### src/rtl/echo_frame_writer.sv
// Frames ADC echo samples into the sample FIFO: blanking run, marker header, fixed data window.
// Optional macro FRAME_COUNT_EN adds a second header word carrying a 15-bit frame counter.
module echo_frame_writer #(
    parameter int          BLANK_SAMPLES  = 64,
    parameter int          WINDOW_SAMPLES = 1024,
    parameter logic [15:0] HEADER_WORD    = 16'hFFFF
) (
    input  logic        SYS_CLK,
    input  logic        RST,
    input  logic        ON,
    input  logic        TX_START,
    input  logic        ADC_FIN,
    input  logic [15:0] ADC_DATA,
    input  logic        FIFO_FULL,
    output logic        FIFO_WR,
    output logic [15:0] FIFO_DATA,
    output logic        BUSY,
    output logic        OVERFLOW,
    output logic        FRAME_DONE
);

    typedef enum logic [2:0] {
        IDLE    = 3'd0,
        BLANK   = 3'd1,
        HEADER  = 3'd2,
        HDR_CNT = 3'd3,
        CAPTURE = 3'd4,
        DONE    = 3'd5
    } state_t;

    localparam logic [15:0] BLANK_N  = 16'(BLANK_SAMPLES);
    localparam logic [15:0] WINDOW_N = 16'(WINDOW_SAMPLES);

    state_t      state, state_n;
    logic        fin_q1, fin_q2;
    logic        sample_edge;
    logic        sample_valid;
    logic [14:0] hold_data;
    logic [15:0] cnt, cnt_n, cnt_inc;
    logic        wr_n, done_n, ovf_n;
    logic [15:0] data_n;

    // The scaled word drops the ADC LSB.
    logic unused_lsb;
    assign unused_lsb = ADC_DATA[0];

    assign sample_edge = fin_q1 & ~fin_q2;
    assign cnt_inc     = cnt + 16'd1;
    assign BUSY        = (state != IDLE);

`ifdef FRAME_COUNT_EN
    logic [14:0] frame_cnt;

    always_ff @(posedge SYS_CLK or posedge RST) begin
        if (RST)
            frame_cnt <= 15'd0;
        else if (done_n)
            frame_cnt <= frame_cnt + 15'd1;
    end
`endif

    // sample_valid delays the edge by one cycle so the held sample is settled when written.
    always_ff @(posedge SYS_CLK or posedge RST) begin
        if (RST) begin
            fin_q1       <= 1'b0;
            fin_q2       <= 1'b0;
            sample_valid <= 1'b0;
            hold_data    <= 15'd0;
            state        <= IDLE;
            cnt          <= 16'd0;
            FIFO_WR      <= 1'b0;
            FIFO_DATA    <= 16'h0000;
            OVERFLOW     <= 1'b0;
            FRAME_DONE   <= 1'b0;
        end else begin
            fin_q1       <= ADC_FIN;
            fin_q2       <= fin_q1;
            sample_valid <= sample_edge;
            if (sample_edge)
                hold_data <= ADC_DATA[15:1];
            state      <= state_n;
            cnt        <= cnt_n;
            FIFO_WR    <= wr_n;
            if (wr_n)
                FIFO_DATA <= data_n;
            OVERFLOW   <= ovf_n;
            FRAME_DONE <= done_n;
        end
    end

    always_comb begin
        state_n = state;
        cnt_n   = cnt;
        wr_n    = 1'b0;
        data_n  = 16'h0000;
        done_n  = 1'b0;
        ovf_n   = OVERFLOW;
        if (!ON) begin
            state_n = IDLE;
            ovf_n   = 1'b0;
        end else begin
            case (state)
                IDLE: begin
                    if (TX_START) begin
                        cnt_n   = 16'd0;
                        ovf_n   = 1'b0;
                        state_n = (BLANK_N == 16'd0) ? HEADER : BLANK;
                    end
                end
                BLANK: begin
                    if (sample_valid) begin
                        if (cnt_inc == BLANK_N) begin
                            cnt_n   = 16'd0;
                            state_n = HEADER;
                        end else begin
                            cnt_n = cnt_inc;
                        end
                    end
                end
                HEADER: begin
                    if (FIFO_FULL) begin
                        ovf_n   = 1'b1;
                        state_n = IDLE;
                    end else begin
                        wr_n   = 1'b1;
                        data_n = HEADER_WORD;
`ifdef FRAME_COUNT_EN
                        state_n = HDR_CNT;
`else
                        state_n = CAPTURE;
`endif
                    end
                end
`ifdef FRAME_COUNT_EN
                HDR_CNT: begin
                    if (FIFO_FULL) begin
                        ovf_n   = 1'b1;
                        state_n = IDLE;
                    end else begin
                        wr_n    = 1'b1;
                        data_n  = {1'b0, frame_cnt};
                        state_n = CAPTURE;
                    end
                end
`endif
                CAPTURE: begin
                    if (sample_valid) begin
                        if (FIFO_FULL) begin
                            ovf_n   = 1'b1;
                            state_n = IDLE;
                        end else begin
                            wr_n   = 1'b1;
                            data_n = {1'b0, hold_data};
                            cnt_n  = cnt_inc;
                            if (cnt_inc == WINDOW_N)
                                state_n = DONE;
                        end
                    end
                end
                DONE: begin
                    done_n  = 1'b1;
                    state_n = IDLE;
                end
                default: state_n = IDLE;
            endcase
        end
    end

endmodule

### config.mk
export PLATFORM = sky130hd
export DESIGN_NAME = echo_frame_writer
export DESIGN_NICKNAME = d
export VERILOG_FILES = /design/src/rtl/echo_frame_writer.sv
export SDC_FILE = /design/constraint.sdc
export NUM_CORES = 1
export LEC_CHECK = 0
export CAP_MARGIN = 0
export CORE_AREA = 4 4 93 95
export DETAILED_ROUTE_END_ITERATION = 16
export DIE_AREA = 0 0 97 99
export MAX_ROUTING_LAYER = met4
export SYNTH_ARGS = -nofsm -noshare
export SYNTH_HDL_FRONTEND = slang
export SYNTH_SLANG_ARGS = --single-unit
### constraint.sdc
create_clock -name SYS_CLK -period 3.02 [get_ports SYS_CLK]
set_clock_uncertainty 0.15 [all_clocks]
set_input_delay 0.906 -clock SYS_CLK [delete_from_list [all_inputs] [get_ports SYS_CLK]]
set_output_delay 0.906 -clock SYS_CLK [all_outputs]
set_load 0.05 [all_outputs]
== After elaboration in Yosys (flattened, before gate mapping) ==
Index checks and enable logic that the tools add are counted.

* $add $sub $neg: 1
* Eq/ne operators: 16
* Muxes and demuxes: 31
* Bitwise logic cells: 2
* Reduce and logical (&&, ||, !) cells: 6

{| class="wikitable"
|+ Operator list
! operator !! count
|-
| 16-bit 2-to-1 mux || 7
|-
| 16-bit one-hot mux with 3 select lines || 1
|-
| 16-bit one-hot mux with 2 select lines || 1
|-
| 15-bit 2-to-1 mux || 2
|-
| 3-bit 2-to-1 mux || 8
|-
| 16-bit by 1-bit adder with 16-bit output, second input constant || 1
|-
| 16-bit by 11-bit == test with 1-bit output, second input constant || 1
|-
| 16-bit by 7-bit == test with 1-bit output, second input constant || 1
|-
| 3-bit inequality test, second input constant || 4
|-
| 3-bit one-hot mux with 4 select lines || 1
|-
| 1-bit 2-to-1 mux || 9
|-
| 2-bit inequality test, second input constant || 4
|-
| 3-bit == test, second input constant || 2
|-
| 6-bit AND reduction || 1
|-
| 3-bit nonzero test || 2
|-
| 5-bit AND reduction || 1
|-
| 4-bit by 1-bit inequality test with 1-bit output, second input constant || 1
|-
| 4-bit inequality test, second input constant || 1
|-
| 3-bit by 1-bit == test with 1-bit output, second input constant || 1
|-
| 3-bit by 2-bit == test with 1-bit output, second input constant || 1
|-
| 3-bit zero test || 1
|-
| 1-bit one-hot mux with 3 select lines || 1
|-
| 3-bit AND reduction || 1
|-
| 1-bit one-hot mux with 2 select lines || 1
|-
| other kinds (2) || 2
|}

* Register bits: 56
* Bits of input ports: 22

== Longest topological paths before layout ==
* Word-level depth: 7
* Depth in mapped cells: 9

== Least setup slack after synthesis ==
Ideal clock, no wire load.

* Path kind: input to register
* Start point: in TX_START
* End point: reg cnt[8]
* Setup time: 129 ps
* Arrival time: 2,210 ps
* Setup slack: 531 ps
* Stages on the path: 6
* Path buffers: 1
* Path through: nor2b_1 o41ai_1 clkbuf_1 nor3_1 o21ai_0 o21ai_0

* Word-level cells in the longest chain between the ends: 2

{| class="wikitable"
|+ RTL lines
! what !! RTL line !! text
|-
| start: declaration || 11 || <nowiki>input logic TX_START,</nowiki>
|-
| 2-bit inequality test (no line) || -- ||
|-
| 6-bit AND reduction (no line) || -- ||
|-
| end signal: assignment || 82 || <nowiki>cnt <= cnt_n;</nowiki>
|-
| end: declaration || 39 || <nowiki>logic [15:0] cnt, cnt_n, cnt_inc;</nowiki>
|}

No other way between the ends.
A chain may end at the register's enable or synchronous reset.

== Worst setup path after layout ==
* Start point: reg state[1]
* End point: out BUSY

* Word-level cells in the longest chain between the ends: 1

{| class="wikitable"
|+ RTL lines
! what !! RTL line !! text
|-
| start: declaration || 34 || <nowiki>state_t state, state_n;</nowiki>
|-
| start signal: assignment || 81 || <nowiki>state <= state_n;</nowiki>
|-
| 3-bit nonzero test || 49 || <nowiki>assign BUSY = (state != IDLE);</nowiki>
|-
| end: declaration || 17 || <nowiki>output logic BUSY,</nowiki>
|}

No other way between the ends.

==> run metrics <==
DR vias/cell=5.09; Top delay family on crit path=buffers and inverters; core area=between 0.007 and 0.008 sq mm; first-pass GRT wire length=10400 um; DR vias=2154; antenna-violating nets left=0; sum of negative setup slack=0 ns; Max VDD drop=0.205 mV; drt pass-1 iters=4; row cnt=32; Final Slew Violations=0; Cell Area, Placed=around 0.0033 sq mm; Non-Filler Instances=423; CTS Buf Count=5; Worst Setup SP=state[1]; kind of critical path=flop to output pin; RSZ-0062 raised after global routing=false; CP bufs+invs=1; GR Layer Usage met3=0.0177; Slew headroom=0.648; clock sink count=56; Max Fclk=345 MHz; synth cell count leaders=56 x dfrtp_1, 40 x nand2_1, 21 x o21ai_0, 18 x nor2_1, 16 x mux2_2; Synth area leaders=dfrtp_1 51%, mux2_2 6.5%, nand2_1 5.4%; Clock Pin Slew Worst Setup and Hold Paths=0.10 ns; clk_lat worst skew=0.31 ns; most common cell in the netlist=dfrtp_1; Post-Synthesis Cell Area=around 0.0028 sq mm; slowest stage delay, CP=roughly 0.70 ns; total congestion overflow=0; filler cell count=735; fin area=0.00344 sq mm; Port Buffers=40; Avg Cell Area, Syn=around 10 sq um; largest net degree at the start of global routing=30; I/O Pins=42; final worst path period share=0.960; Die ar.=0.00960 sq mm; H-tree Lvls=2; LEAKAGE=1.50 nW; min Tclk post-route=2.90 ns; Hold Slack=0.230 ns; worst slew pin tran=~0.53 ns; DIE HEIGHT=99 um; ant diodes=0; Final Hold Viols=0; Worst EP required=slightly below 2 ns; total detailed-routing wirelength=between 6000 and 7000 um; CTS root buf=clkbuf_8; peak fanout along the critical path=8; Synth top area share=0.506; wire per inst=14.3 um; die width=just under 100 um; Hold Crit Start=fin_q1; Initial Utilization=0.358; # DRC=0; antenna violations before repair=0; initial DRC count=88; CTS tree=done; Multi-input gate area=0.00127 sq mm; crit path capture type=output pin; PnR worst setup slack=0.121 ns; Setup Slack @ Placement=about 0.23 ns; simple logic cell fraction of the synthesized area=0.193; met1 Use GR=0.187; Critical Path Source Type=flop; HP Class=flop to flop; post-synthesis xor/xnor area fraction=0.0190; Yosys Warn Count=0; Yosys top cell by area=dfrtp_1; main combinational cell family by area after synthesis=simple AND/OR/NAND/NOR gates; status=complete, no violations; Max-Cap Viols=0; Synth Area in Compound Gates=0.166; Post-DP HPWL=4410 um; distinct cell type count after synthesis=49; gr usage total=0.136; post-synthesis mux area share=0.0723; met2 Use GR=0.208; FF+latch count, synth=56; register area share after synthesis=0.506; most used routing layer=met2; post-synthesis adder-cell area fraction=0.00452; area grow syn2layout=24.0%; placed insts=415; share of layout cells above drive strength 1=0.165; Top FF cell, synth=dfrtp_1; Slowest cell on crit path=clkdlybuf4s50_1; Final Wtd Congestion=0.823; Mapped Cells=approximately 270; post-CTS setup buffer count=0; FF-to-FF Start=cnt[0]; Max clock buf depth=2; pwr/cell area=470 mW/mm^2; Final setup viols=0; fin nets=343; EDFF count, synth=0; async set or reset register ratio after synthesis=1.00; Hold Buf Count CTS=0; Arrival @ worst endpoint=1.84 ns; critical-path cell list=nor2_1, nand2_1, clkdlybuf4s50_1; number of global-route vias before repair=2040; net count after synthesis=297; Reg area=0.00140 sq mm; CTS resizes=0
metal layers:
layer	vias to the layer above	wire, um
met5	-	0
met4	0	76
met3	5	207
met2	47	2810
met1	1029	2960
li1	1073	-
sequential cells by signal, indices dropped and copies added, names as in the netlist:
register      count
FIFO_DATA        16
OVERFLOW          1
sample_valid      1
hold_data        15
FRAME_DONE        1
fin_q2            1
cnt              16
FIFO_WR           1
fin_q1            1
state             3
metrics by stage:
step / util / power, mW
3_3_place_gp: 0.430 / 1.13
3_5_place_dp: 0.430 / 1.13
5_1_grt: 0.445 / 1.71
2_1_floorplan: - / 1.06
4_1_cts: 0.445 / 1.64
6_report: 0.445 / 1.62
cell families after synthesis:
group,after synthesis
adders and majority gates,1
xor gates and xnor gates,6
and+or+nand+nor,107
buffers and inverters,22
muxes,18
AOI/OAI and AO/OA,64
DFF,56
where the power goes:
part	total [mW]	internal (mW)	switching [mW]
Combinational	0.249	0.125	0.125
Clock	0.501	0.251	0.250
Sequential	0.866	0.804	0.0617
final timing paths:
path / slack, ns / cells after the start / to
hold / removal: 0.23 / 0 / fin_q2
min in group asynchronous: 0.82 / 3 / hold_data[11]
max in group asynchronous: 1.62 / 3 / hold_data[14]
setup / recovery: 0.12 / 3 / BUSY
hold reg to reg: 0.23 / 0 / fin_q2
setup reg to reg: 0.42 / 8 / cnt[9]
final cells by class:
class                      count  share of cell area
sequential                    56               0.408
multi-input combinational    196               0.369
timing repair buffer          53               0.145
tap                          102              0.0371
clock buffer                   6              0.0211
clock inverter                 2              0.0113
inverter                       8             0.00874
cell usage in the layout (no fill, tap or decap), drive strengths merged, types with 6 or more instances in the layout:
cell type / Yosys / layout
a22o: 10 / 10
a21oi: 7 / 7
nand4: 6 / 6
mux2: 16 / 16
inv: 8 / 9
nand3: 11 / 11
dfrtp: 56 / 56
o21ai: 23 / 23
nor2: 22 / 22
buf: 7 / 13
clkdlybuf4s50: 0 / 40
nand2: 40 / 40
nor3: 7 / 7
clkbuf: 7 / 6
Power figures use the tool's default switching activity.
